[src/rtl/mux_arb_pkg.sv]
// Shared types and constants for the round-robin arbiter in front of mux_4_1.
package mux_arb_pkg;
  localparam int NUM_REQ = 4;
  localparam int SEL_W   = 2;

  typedef enum logic {IDLE, BUSY} arb_state_t;
  typedef logic [SEL_W-1:0] sel_t;
endpackage

[src/rtl/mux_4_1.sv]
// Combinational 4:1 data mux; only the selected input reaches y.
module mux_4_1 #(
  parameter int W = 4
) (
  input  logic [W-1:0] d0,
  input  logic [W-1:0] d1,
  input  logic [W-1:0] d2,
  input  logic [W-1:0] d3,
  input  logic [1:0]   sel,
  output logic [W-1:0] y
);
  always_comb begin
    y = d0;
    case (sel)
      2'd0: y = d0;
      2'd1: y = d1;
      2'd2: y = d2;
      2'd3: y = d3;
      default: y = d0;
    endcase
  end
endmodule

[src/rtl/mux_rr_arbiter.sv]
// Round-robin arbiter owning the mux_4_1 select; registers the granted word
// and hands it downstream under valid/ready.
module mux_rr_arbiter
  import mux_arb_pkg::*;
#(
  parameter int W = 4
) (
  input  logic               clk,
  input  logic               rst,
  input  logic [NUM_REQ-1:0] req,
  input  logic [W-1:0]       d0,
  input  logic [W-1:0]       d1,
  input  logic [W-1:0]       d2,
  input  logic [W-1:0]       d3,
  output logic [NUM_REQ-1:0] gnt,
  output logic [SEL_W-1:0]   sel,
  output logic [W-1:0]       y,
  output logic               y_valid,
  input  logic               y_ready,
  output arb_state_t         state_dbg
);
  // Handshake: y is transferred on any cycle where y_valid & y_ready; y_valid
  // stays high and y stays stable until then. A new word loads in the same
  // cycle the old one leaves, so throughput is one word per cycle.

  arb_state_t     state_q;
  sel_t           sel_q;
  sel_t           last_q;
  logic [W-1:0]   y_q;
  logic           y_valid_q;
  sel_t           winner;
  logic [W-1:0]   mux_y;
  logic           load;

  // Searches last+4 down to last+1 so the closest pending index after last wins.
  function automatic sel_t rr_pick(input logic [NUM_REQ-1:0] r, input sel_t last);
    sel_t idx;
    rr_pick = last;
    for (int k = NUM_REQ; k >= 1; k--) begin
      idx = last + sel_t'(k);
      if (r[idx]) rr_pick = idx;
    end
  endfunction

  assign winner = rr_pick(req, last_q);
  assign load   = (|req) && ((state_q == IDLE) || (y_valid_q && y_ready));

  mux_4_1 #(.W(W)) u_mux (
    .d0  (d0),
    .d1  (d1),
    .d2  (d2),
    .d3  (d3),
    .sel (winner),
    .y   (mux_y)
  );

  always_comb begin
    gnt = '0;
    if (load && !rst) gnt[winner] = 1'b1;
  end

  always_ff @(posedge clk) begin
    if (rst) begin
      state_q   <= IDLE;
      y_q       <= '0;
      y_valid_q <= 1'b0;
      sel_q     <= '0;
      last_q    <= sel_t'(NUM_REQ - 1);
    end else if (load) begin
      state_q   <= BUSY;
      y_q       <= mux_y;
      y_valid_q <= 1'b1;
      sel_q     <= winner;
      last_q    <= winner;
    end else if (y_valid_q && y_ready) begin
      state_q   <= IDLE;
      y_valid_q <= 1'b0;
    end
  end

  assign sel       = sel_q;
  assign y         = y_q;
  assign y_valid   = y_valid_q;
  assign state_dbg = state_q;
endmodule
[config.mk]
export PLATFORM = sky130hd
export DESIGN_NAME = mux_rr_arbiter
export DESIGN_NICKNAME = d
export VERILOG_FILES = /design/src/rtl/mux_arb_pkg.sv /design/src/rtl/mux_4_1.sv /design/src/rtl/mux_rr_arbiter.sv
export SDC_FILE = /design/constraint.sdc
export NUM_CORES = 1
export LEC_CHECK = 0
export CAP_MARGIN = 20
export CORE_MARGIN = 4
export CORE_UTILIZATION = 37
export DETAILED_ROUTE_END_ITERATION = 7
export PLACE_DENSITY = 0.78
export SLEW_MARGIN = 40
export SYNTH_ARGS = -nofsm -noshare
export SYNTH_HDL_FRONTEND = slang
export SYNTH_SLANG_ARGS = --single-unit
[constraint.sdc]
create_clock -name clk -period 1.8 [get_ports clk]
set_input_delay 0.18 -clock clk [delete_from_list [all_inputs] [get_ports clk]]
set_output_delay 0.18 -clock clk [all_outputs]
set_load 0.02 [all_outputs]
==> results by group, run 1 <==
Floorplanning
  – Core footprint: 0.00154 mm²
  – Area of the die: 0.00239 mm²
  – I/O pin total: 35
  – Die height: 48.9 µm
  – Effective utilization at floorplan: 0.401
  – Die extent in x: 48.9 µm
  – Rows: 14

Synthesis
  – Library cells used by synthesis: 25
  – Yosys top cell by area: dfxtp_1
  – #FFs+latches synth: 9
  – Post-Syn Nets: 95
  – Top-area cell type share of the netlist area: 0.291
  – Sequential share of the synthesized area: 0.291
  – Avg Cell Area, Syn: 8.58 µm²
  – Synth top area cells: dfxtp_1, a211oi_2, and3_1
  – Synth Warn #: 0
  – Synthesized instance count: 72
  – Synth Cell Area: 618 µm²

Clocking
  – CTS Buf Count: 3
  – Maximum root-to-sink buffer count: 2
  – CTS root buf: clkbuf_4
  – # clock sinks: 9
  – CTS tree: yes
  – Worst skew pair latency: 0.26 ns
  – H-tree depth: 1
  – Clk slew on worst S/H paths: 0.06 ns
  – CTS Hold Buffers Added: 0

GRT
  – Initial antenna violation count: 0
  – GRT Total Usage: 0.167
  – Largest net degree at the start of global routing: 10
  – Global route overflow: 0
  – Vias in the first global route: 769
  – Global-route wire length before repair: 3260 µm

Routing
  – Drt pass-1 iters: 4
  – Drt drc: 0
  – DR WL met3: 118 µm
  – Met2 wire len: 993 µm
  – Vias per std cell: 5.33
  – Routed Antenna Nets: 0
  – Drt wl/cell: 13.9 µm
  – DR iter-0 viols: 14
  – DR vias: 767
  – Top Layer Used: met4
  – Met1 wire length: 855 µm
  – Routed Wire Length: 2000 µm

Pwr
  – Total power: 0.782 mW
  – Leakage power: 0.530 nW
  – Pwr dens: 667 mW/mm²
  – Peak supply drop: 0.300 mV

Worst hold path
  – Type of the tightest min-delay check: register to register

Setup path
  – Crit start category: register
  – Top delay family on crit path: compound AO/OA/AOI/OAI gates
  – CP Max Fanout: 4
  – CP max stage cell: a221o_1
  – CP arrival: 1.57 ns
  – WS Path Type: register to output port
  – Worst Setup End Kind: output port
  – Crit path cell chain: nor2b_2 -> a21o_1 -> a221o_1 -> nor3b_2 -> buf_4
  – Required @ worst endpoint: 1.62 ns
  – Buffers and inverters on the worst path: 1
  – Slowest Stage Delay on Critical Path: 0.37 ns

Run
  – Max Cap Violations: 0

Final layout
  – Final Util: 0.761
  – # fillers: 126
  – Layout cells sized above 1: 0.367
  – Finished Layout Cells: 144
  – Area Growth Syn to Fin: 89.7%
  – Diode count: 0
  – Final design area excluding fillers: 0.00117 mm²
  – Final net count: 152

Place
  – DP Worst Slack: -0.545 ns
  – Placed Area: 0.00112 mm²
  – Inst Count DP: 139
  – GP Congestion: 0.819
  – Port Buf Inserts: 34
  – DP HPWL: 1600 µm

Timing
  – RSZ-0062 raised after global routing: yes
  – Setup TNS: 0 ns
  – Min Hold Slack: 0.492 ns
  – Fmax: 0.571 GHz
  – Worst slew pin tran: 0.337 ns
  – Slew margin rel.: 0.774
  – Max Transition Viols Final: 0
  – Period Utilization, post-route: 0.972
  – Hold Vio Cnt, Final: 0
  – Setup Viol. Count Final: 0
  – Worst Skew: 0.00476 ns
  – Final min period: 1.75 ns
  – Setup ws final: 0.0501 ns

Outcome
  – Status: complete, no violations
==> cells by family after synthesis <==
kind of cell / after synthesis / synth area share
flip-flops: 9 / 0.291
AND/OR/NAND/NOR: 33 / 0.302
AO/OA/AOI/OAI: 23 / 0.350
buffers and inverters: 7 / 0.0567
==> area by class of cell <==
type	instances	area, µm²	share of cell area
Timing Repair Buffer	56	489	0.417
Multi-Input combinational cell	56	442	0.377
Sequential cell	9	184	0.157
Clock buffer	4	26.3	0.0224
Tap cell	16	20.0	0.0171
Inverter	3	11.3	0.00961
==> placed cells by master (no fill, tap or decap), drive strengths merged, types with 4 or more instances in the layout <==
master | synthesis | final
clkdlybuf4s50 | 0 | 26
nor3 | 4 | 4
nand3b | 4 | 4
a211oi | 8 | 8
clkbuf | 0 | 4
and3 | 8 | 8
buf | 4 | 26
dfxtp | 9 | 9
o31ai | 4 | 4
nor2 | 8 | 8
==> worst paths after layout <==
path | cells after the start | from | slack [ns] | end
setup reg to reg | 7 | last_q[0]$_SDFFE_PP1P_ | 0.26 | y[3]$_SDFFE_PP0P_
hold reg to reg | 2 | sel[0]$_SDFFE_PP0P_ | 0.49 | sel[0]$_SDFFE_PP0P_
setup / recovery | 5 | last_q[0]$_SDFFE_PP1P_ | 0.05 | gnt[2]
hold / removal | 2 | sel[0]$_SDFFE_PP0P_ | 0.49 | sel[0]$_SDFFE_PP0P_
==> repair_timing <==
action | in CTS | in global routing
pin swaps | 3 | 0
buffers inserted | 1 | 0
resized for setup | 26 | 7
endpoints found under the setup margin | 4 | 4
hold endpoints to repair | 0 | 0
==> report_power, final <==
group	internal (mW)	switching, mW
clock	0.0854	0.0697
combinational	0.207	0.177
sequential	0.226	0.0181
==> metal layers <==
layer	global-route usage	vias to the layer above
met5	0	-
met4	0.0897	0
met3	0.0245	4
met2	0.287	35
met1	0.196	344
li1	-	384
==> flip-flops by register name, indices dropped and copies added (netlist names) <==
register  cells
last_q        2
y             4
sel           2
y_valid       1
==> synthesized netlist by cell type, drive strengths merged <==
library cell and count:
dfxtp 9, a211oi 8, and3 8, nor2 8
buf 4, nand3b 4, nor3 4, o31ai 4
a21oi 3, inv 3, nand2b 3, a21o 2
nand2 2, nor3b 2, o21bai 2, a221o 1
a221oi 1, nor2b 1, nor4 1, o211ai 1
o21ai 1
==> tightest hold or removal path: cells and delay by family (launching register included) <==
| kind | cells | cell delay, ns |
|---|---|---|
| AND/OR/NAND/NOR | 2 | 0.15 |
| flip-flops | 1 | 0.31 |
No activity file was read; power rests on OpenSTA's default activity.
==> run 2, diff against run 1 <==
--- a/config.mk
+++ b/config.mk
@@ -8,6 +8,7 @@
 export CAP_MARGIN = 20
 export CORE_MARGIN = 4
 export CORE_UTILIZATION = 37
+export CTS_CLUSTER_DIAMETER = 80
 export DETAILED_ROUTE_END_ITERATION = 7
 export PLACE_DENSITY = 0.78
 export SLEW_MARGIN = 40
==> results of run 2 <==
The final DEF is identical to that of run 1; final timing and power are the same.
